File: config.mk
export PLATFORM = sky130hd
export DESIGN_NAME = instr_encoder
export DESIGN_NICKNAME = d
export VERILOG_FILES = /design/src/rtl/instr_encoder_pkg.sv /design/src/rtl/instr_encoder_word_build.sv /design/src/rtl/instr_encoder.sv
export SDC_FILE = /design/constraint.sdc
export NUM_CORES = 1
export LEC_CHECK = 0
export CORE_UTILIZATION = 35
export DETAILED_ROUTE_END_ITERATION = 16
export GPL_TIMING_DRIVEN = 0
export PLACE_DENSITY = 0.69
export SLEW_MARGIN = 40
export SYNTH_ARGS = -nofsm -noshare
export SYNTH_HDL_FRONTEND = slang
export SYNTH_HIERARCHICAL = 1
export SYNTH_SLANG_ARGS = --single-unit
File: constraint.sdc
create_clock -name clk -period 4.2 [get_ports clk]
set_input_delay 0.84 -clock clk [delete_from_list [all_inputs] [get_ports clk]]
set_output_delay 0.84 -clock clk [all_outputs]
set_load 0.03 [all_outputs]
File: src/rtl/instr_encoder_pkg.sv
`default_nettype none
// ============================================================================
// Module      : instr_encoder_pkg
// Description : Shared constants for the RV32I instruction encoder. It holds
//               the base opcodes, the ALU operation codes (the same encoding
//               the ALU operation decoder uses), the instruction-class
//               enumeration and the encoder FSM state type.
// Revision    : 1.0 - initial release
// ============================================================================
package instr_encoder_pkg;

  // RV32I base opcodes
  localparam logic [6:0] OP_R     = 7'b0110011;
  localparam logic [6:0] OP_I     = 7'b0010011;
  localparam logic [6:0] OP_LOAD  = 7'b0000011;
  localparam logic [6:0] OP_STORE = 7'b0100011;
  localparam logic [6:0] OP_LUI   = 7'b0110111;
  localparam logic [6:0] OP_AUIPC = 7'b0010111;

  // ALU operation codes shared with the ALU operation decoder
  localparam logic [4:0] ALU_ADD  = 5'b00000;
  localparam logic [4:0] ALU_SUB  = 5'b00001;
  localparam logic [4:0] ALU_AND  = 5'b00010;
  localparam logic [4:0] ALU_OR   = 5'b00011;
  localparam logic [4:0] ALU_XOR  = 5'b00110;
  localparam logic [4:0] ALU_LUI  = 5'b01000;
  localparam logic [4:0] ALU_SRL  = 5'b01010;
  localparam logic [4:0] ALU_SRA  = 5'b01011;
  localparam logic [4:0] ALU_SLL  = 5'b01101;
  localparam logic [4:0] ALU_SLT  = 5'b10110;
  localparam logic [4:0] ALU_SLTU = 5'b10111;

  // Instruction class; encodings 5..7 are illegal
  typedef enum logic [2:0] {
    KIND_R     = 3'd0,
    KIND_I     = 3'd1,
    KIND_LOAD  = 3'd2,
    KIND_STORE = 3'd3,
    KIND_U     = 3'd4
  } kind_e;

  typedef enum logic [0:0] {
    ST_IDLE  = 1'b0,
    ST_WRITE = 1'b1
  } state_e;

endpackage : instr_encoder_pkg
`default_nettype wire

File: src/rtl/instr_encoder_word_build.sv
`default_nettype none
// ============================================================================
// Module      : instr_word_build
// Description : Combinational encoder. It maps an instruction class, an ALU
//               operation code and the register/immediate fields to a 32-bit
//               RV32I word, and flags records that cannot be encoded.
// Ports       : kind, alu_op, mem_f3, rd, rs1, rs2, imm  -> record fields
//               word    -> encoded instruction (valid only when !illegal)
//               illegal -> record cannot be encoded
// Revision    : 1.0 - initial release
// ============================================================================
module instr_word_build
  import instr_encoder_pkg::*;
(
  input  logic [2:0]  kind,
  input  logic [4:0]  alu_op,
  input  logic [2:0]  mem_f3,
  input  logic [4:0]  rd,
  input  logic [4:0]  rs1,
  input  logic [4:0]  rs2,
  input  logic [31:0] imm,
  output logic [31:0] word,
  output logic        illegal
);

  logic [2:0] w_f3;
  logic [6:0] w_f7;
  logic       w_alu_ok;
  logic       w_shift;
  logic       w_imm12_ok;

  // The immediate fits in signed 12 bits when bits 31..11 are all equal.
  assign w_imm12_ok = (&imm[31:11]) | ~(|imm[31:11]);

  // alu_op -> funct3/funct7
  always_comb begin
    w_f3     = 3'b000;
    w_f7     = 7'h00;
    w_alu_ok = 1'b1;
    w_shift  = 1'b0;
    case (alu_op)
      ALU_ADD:  w_f3 = 3'b000;
      ALU_SUB:  begin w_f3 = 3'b000; w_f7 = 7'h20; end
      ALU_SLL:  begin w_f3 = 3'b001; w_shift = 1'b1; end
      ALU_SLT:  w_f3 = 3'b010;
      ALU_SLTU: w_f3 = 3'b011;
      ALU_XOR:  w_f3 = 3'b100;
      ALU_SRL:  begin w_f3 = 3'b101; w_shift = 1'b1; end
      ALU_SRA:  begin w_f3 = 3'b101; w_f7 = 7'h20; w_shift = 1'b1; end
      ALU_OR:   w_f3 = 3'b110;
      ALU_AND:  w_f3 = 3'b111;
      default:  w_alu_ok = 1'b0;
    endcase
  end

  always_comb begin
    word    = 32'h0;
    illegal = 1'b1;
    case (kind)
      KIND_R: begin
        illegal = ~w_alu_ok;
        word    = {w_f7, rs2, rs1, w_f3, rd, OP_R};
      end
      KIND_I: begin
        if (w_shift) begin
          illegal = |imm[31:5];
          word    = {w_f7, imm[4:0], rs1, w_f3, rd, OP_I};
        end else begin
          // SUB has no immediate form
          illegal = ~w_alu_ok | (alu_op == ALU_SUB) | ~w_imm12_ok;
          word    = {imm[11:0], rs1, w_f3, rd, OP_I};
        end
      end
      KIND_LOAD: begin
        illegal = (alu_op != ALU_ADD) | ~w_imm12_ok |
                  ~((mem_f3 == 3'b000) | (mem_f3 == 3'b001) | (mem_f3 == 3'b010) |
                    (mem_f3 == 3'b100) | (mem_f3 == 3'b101));
        word    = {imm[11:0], rs1, mem_f3, rd, OP_LOAD};
      end
      KIND_STORE: begin
        illegal = (alu_op != ALU_ADD) | ~w_imm12_ok | (mem_f3 > 3'b010);
        word    = {imm[11:5], rs2, rs1, mem_f3, imm[4:0], OP_STORE};
      end
      KIND_U: begin
        illegal = ((alu_op != ALU_LUI) & (alu_op != ALU_ADD)) | (|imm[11:0]);
        word    = {imm[31:12], rd, (alu_op == ALU_LUI) ? OP_LUI : OP_AUIPC};
      end
      default: begin
        illegal = 1'b1;
        word    = 32'h0;
      end
    endcase
  end

endmodule : instr_word_build
`default_nettype wire

File: src/rtl/instr_encoder.sv
`default_nettype none
// ============================================================================
// Module      : instr_encoder
// Description : Accepts (op, operands) records on a valid/ready interface,
//               encodes them to RV32I words and writes them to instruction
//               memory at an auto-incrementing byte address using a req/ack
//               handshake.
// Ports       : clk, reset (async, active high), clear (sync)
//               in_valid/in_ready + kind, alu_op, mem_f3, rd, rs1, rs2, imm
//               mem_we, mem_addr, mem_wdata, mem_ack
//               count (saturating), error (sticky), wrapped (sticky)
// Revision    : 1.0 - initial release
// ============================================================================
module instr_encoder
  import instr_encoder_pkg::*;
#(
  parameter int ADDR_W    = 10,
  parameter int BASE_ADDR = 0
) (
  input  logic              clk,
  input  logic              reset,
  input  logic              clear,
  input  logic              in_valid,
  output logic              in_ready,
  input  logic [2:0]        kind,
  input  logic [4:0]        alu_op,
  input  logic [2:0]        mem_f3,
  input  logic [4:0]        rd,
  input  logic [4:0]        rs1,
  input  logic [4:0]        rs2,
  input  logic [31:0]       imm,
  output logic              mem_we,
  output logic [ADDR_W-1:0] mem_addr,
  output logic [31:0]       mem_wdata,
  input  logic              mem_ack,
  output logic [15:0]       count,
  output logic              error,
  output logic              wrapped
);

  localparam logic [ADDR_W-1:0] C_BASE = ADDR_W'(BASE_ADDR);

  state_e            r_state, w_next;
  logic [ADDR_W-1:0] r_addr;
  logic [31:0]       r_wdata;
  logic [15:0]       r_count;
  logic              r_error, r_wrapped;
  logic [31:0]       w_word;
  logic              w_illegal;
  logic [ADDR_W:0]   w_addr_sum;
  logic              w_accept;

  instr_word_build u_build (
    .kind    (kind),
    .alu_op  (alu_op),
    .mem_f3  (mem_f3),
    .rd      (rd),
    .rs1     (rs1),
    .rs2     (rs2),
    .imm     (imm),
    .word    (w_word),
    .illegal (w_illegal)
  );

  assign w_accept   = in_valid & (r_state == ST_IDLE);
  // Carry out of the increment marks a wrap past the last word.
  assign w_addr_sum = {1'b0, r_addr} + (ADDR_W + 1)'(4);

  always_ff @(posedge clk or posedge reset) begin
    if (reset)      r_state <= ST_IDLE;
    else if (clear) r_state <= ST_IDLE;
    else            r_state <= w_next;
  end

  always_comb begin
    w_next = r_state;
    case (r_state)
      ST_IDLE:  if (w_accept && !w_illegal) w_next = ST_WRITE;
      ST_WRITE: if (mem_ack) w_next = ST_IDLE;
      default:  w_next = ST_IDLE;
    endcase
  end

  always_ff @(posedge clk or posedge reset) begin
    if (reset) begin
      r_addr    <= C_BASE;
      r_wdata   <= 32'h0;
      r_count   <= 16'h0;
      r_error   <= 1'b0;
      r_wrapped <= 1'b0;
    end else if (clear) begin
      // Clear wins over a same-cycle ack or accept.
      r_addr    <= C_BASE;
      r_count   <= 16'h0;
      r_error   <= 1'b0;
      r_wrapped <= 1'b0;
    end else begin
      if (w_accept) begin
        if (w_illegal) r_error <= 1'b1;
        else           r_wdata <= w_word;
      end
      if (r_state == ST_WRITE && mem_ack) begin
        r_addr <= w_addr_sum[ADDR_W-1:0];
        if (w_addr_sum[ADDR_W]) r_wrapped <= 1'b1;
        if (r_count != 16'hFFFF) r_count <= r_count + 16'd1;
      end
    end
  end

  assign in_ready  = (r_state == ST_IDLE);
  assign mem_we    = (r_state == ST_WRITE);
  assign mem_addr  = r_addr;
  assign mem_wdata = r_wdata;
  assign count     = r_count;
  assign error     = r_error;
  assign wrapped   = r_wrapped;

endmodule : instr_encoder
`default_nettype wire

==> metrics.md <==
| Metric | Value |
|---|---|
| Status | `complete, no violations` |
| Initial Util | `36.5%` |
| Final Max Slew Viols | `0` |
| Synth Instances | `352` |
| Worst Setup End Kind | `flip-flop` |
| Vias | `3277` |
| Number of global-route vias before repair | `approximately 3200` |
| Most common cell in the netlist | `dfrtp_1` |
| Area of the mapped netlist | `between 3000 and 4000 sq um` |
| Final setup viols | `0` |
| Sw Ratio | `32.0%` |
| Place WS | `-0.0167 ns` |
| Max FO, Critical Path | `10` |
| Row cnt | `35` |
| Yosys warning count | `6` |
| Clock power share | `a little under a third` |
| Core area | `9370 sq um` |
| Synth top area cells | `dfrtp_1, mux2_2, o21ai_0, nor2_1, xnor2_1` |
| Reg2Reg Depth | `5` |
| Post-CTS Repair Setup Buffers | `0` |
| FFs w/ async S/R, synth | `100%` |
| CTS buffer count | `9` |
| Period utilization | `91.0%` |
| Sequential power share | `around 37%` |
| EDFF count, synth | `0` |
| Maximum clock path buffer count | `2` |
| Port buffer count | `about 120` |
| Share of cells above drive strength 1 | `between 10% and 20%` |
| Routed Antenna Nets | `0` |
| WL per Instance | `~17 um` |
| Die Height | `101 um` |
| Worst slew margin | `a little under half` |
| Post-synth cell types | `55` |
| GRT Overall Usage | `21.7%` |
| Dpl hpwl | `8.21 mm` |
| ANT cells | `0` |
| Post-synth top flop | `dfrtp_1` |
| Avg Cell Area, Syn | `a little under 10 sq um` |
| LEAKAGE | `1.98 nW` |
| Top cell type by total area after synthesis | `dfrtp_1` |
| FF-to-FF End | `count[15]` |
| DP Area | `4800 sq um` |
| Pre-antenna DRT Iters | `4` |
| Root Driver | `clkbuf_8` |
| Worst endpoint required time | `4.41 ns` |
| Die Area | `10200 sq um` |
| P&R area growth vs syn | `47.0%` |
| Sink Count | `59` |
| Min cycle time layout | `3.82 ns` |
| Worst hold stages | `2` |
| Worst Hold End | `wrapped` |
| Worst path slowest cell | `clkdlybuf4s50_1` |
| DRT iter0 DRCs | `227` |
| Clock skew | `0.0109 ns` |
| Final global-route overflow total | `0` |
| CTS clk-pin slew, worst paths | `~0.07 ns` |
| Worst-Margin Slew | `0.814 ns` |
| Top cell type's share of synthesized area | `between 40% and 50%` |
| R2R Path Start | `mem_we` |
| Worst setup margin | `between 0.3 and 0.4 ns` |
| Comb pwr share | `32.0%` |
| Maxcap violations | `0` |
| Unrepaired setup endpoints after global routing | `false` |
| Int Power | `0.00128 W` |
| Sw Pwr | `0.000604 W` |
| Pwr dens | `375 nW/um^2` |
| Routed vias/inst | `roughly 5.3` |
| Crit path kind | `primary input to flip-flop` |
| First-pass GRT wire length | `16.9 mm` |
| Final instance area | `5030 sq um` |
| Data arrival, critical path | `4.03 ns` |
| H-tree depth | `3` |
| Maximum vdd drop | `0.195 mV` |
| Hold Vio Cnt, Final | `0` |
| Post-synthesis register bit count | `around 60` |
| Resized Gates After CTS | `0` |
| DRC | `0` |
| GP Congestion | `0.924` |
| HP Start | `wrapped` |
| Post-Route WL | `~11 mm` |
| CTS tree | `done` |
| Largest net degree at the start of global routing | `36` |
| Post-synth top cells | `dfrtp_1, mux2_2, nor2_1` |
| Initial antenna violation count | `0` |
| Worst R2R Setup Slack | `2.21 ns` |
| CP cell instances | `clkdlybuf4s50_1 > inv_1 > a21o_1 > a221o_1 > a2111oi_2 > o2111ai_1 > nor4b_2 > buf_2 > mux2_2` |
| IO Pins | `125` |
| Register area share after synthesis | `43.1%` |
| Slowest stage delay, CP | `~0.59 ns` |
| Die width | `just over 100 um` |
| F_max | `about 0.26 GHz` |
| CP Launch Type | `primary input` |
| Hold Path Class | `flip-flop to flip-flop` |
| Clk_lat worst skew | `0.33 ns` |
| Final net count | `550` |
| CTS Hold Buffers Added | `0` |
[cell type report]
type,instances,area (sq um)
inverters,10,40.0
multi-input cells,262,1800
clock buffers,10,138
plain buffers,23,120
repair buffers,120,1210
flip-flops and latches,59,1480
clock inverters,6,88.8
well taps,129,161
fillers,914,4340
[layout by cell type (no fill, tap or decap), types with 6 or more instances in the layout]
master           synthesis  final
nor2_1                  30     30
nand3_1                  8      8
clkbuf_8                 0     10
nand2_1                 26     26
mux2_2                  32     32
a22o_1                  10     10
xnor2_1                 12     12
inv_1                   10      9
nor4_1                  12     12
clkdlybuf4s50_1          0    119
buf_2                    6      6
dfrtp_1                 59     59
a21oi_1                 12     12
o21ai_0                 23     23
clkbuf_1                11     11
nor3_1                  14     14
a22oi_1                  7      7
nand4_1                 12     12
[metal layers]
layer | track usage, % | routed length (um) | vias to the layer above
met5 | 0 | 0 | -
met4 | 8.25 | 170 | 0
met3 | 3.54 | 491 | 14
met2 | 35.7 | 5250 | 104
met1 | 28.7 | 4790 | 1588
li1 | - | - | 1571
[flip-flops by register name, summed over array words and instances, names as in the netlist]
register / flops
count: 16
mem_addr: 8
wrapped: 1
mem_we: 1
mem_wdata: 32
error: 1
[power groups by stage]
stage / Sequential (W) / Combinational (W) / Clock [W]
2_1_floorplan: 0.000866 / 0.000155 / 0
3_3_place_gp: 0.000706 / 0.000597 / 0
3_5_place_dp: 0.000708 / 0.000606 / 0
4_1_cts: 0.000697 / 0.000609 / 0.000606
5_1_grt: 0.000708 / 0.000637 / 0.000633
6_report: 0.000696 / 0.000605 / 0.000586
[kinds of logic (layout without fill, tap and decap cells)]
kind of cell	Yosys count	count (layout)	synth area share (%)
AND/OR/NAND/NOR	125	125	19.2
other	2	4	0.219
XOR/XNOR	17	17	4.35
AO/OA/AOI/OAI	77	77	15.7
buffers and inverters	33	169	4.61
flip-flops	59	59	43.1
multiplexers	37	37	12.0
adder cells (fa/ha/maj)	2	2	0.731
[per-stage QoR]
step	hold slack (ns)	TNS, ns	total power [W]	instances	util, %
2_1_floorplan	0.661	0	0.00102	354	-
3_3_place_gp	0.481	-1.77	0.00130	602	51.0
3_5_place_dp	0.485	-0.164	0.00131	603	51.3
4_1_cts	0.503	0	0.00191	619	53.7
5_1_grt	0.511	0	0.00198	619	53.7
6_report	0.494	0	0.00189	619	53.7
[worst max-delay path: cells and delay by family]
family / cells / cell delay, ns
buffers and inverters: 3 / 1.05
AOI/OAI and AO/OA: 4 / 1.22
muxes: 1 / 0.37
and+or+nand+nor: 1 / 0.54
[how the worst max path moves through the flow]
| stage | start | to | slack [ns] |
|---|---|---|---|
| 2_1_floorplan | alu_op[2] | mem_wdata[0] | 0.99 |
| 3_3_place_gp | alu_op[4] | mem_wdata[4] | -0.06 |
| 3_5_place_dp | alu_op[4] | mem_wdata[1] | -0.02 |
| 4_1_cts | alu_op[4] | mem_wdata[1] | 0.33 |
| 5_1_grt | alu_op[4] | mem_wdata[13] | 0.14 |
| 6_report | alu_op[4] | mem_wdata[22] | 0.38 |
Note: power is estimated with default switching activity, not from simulation.
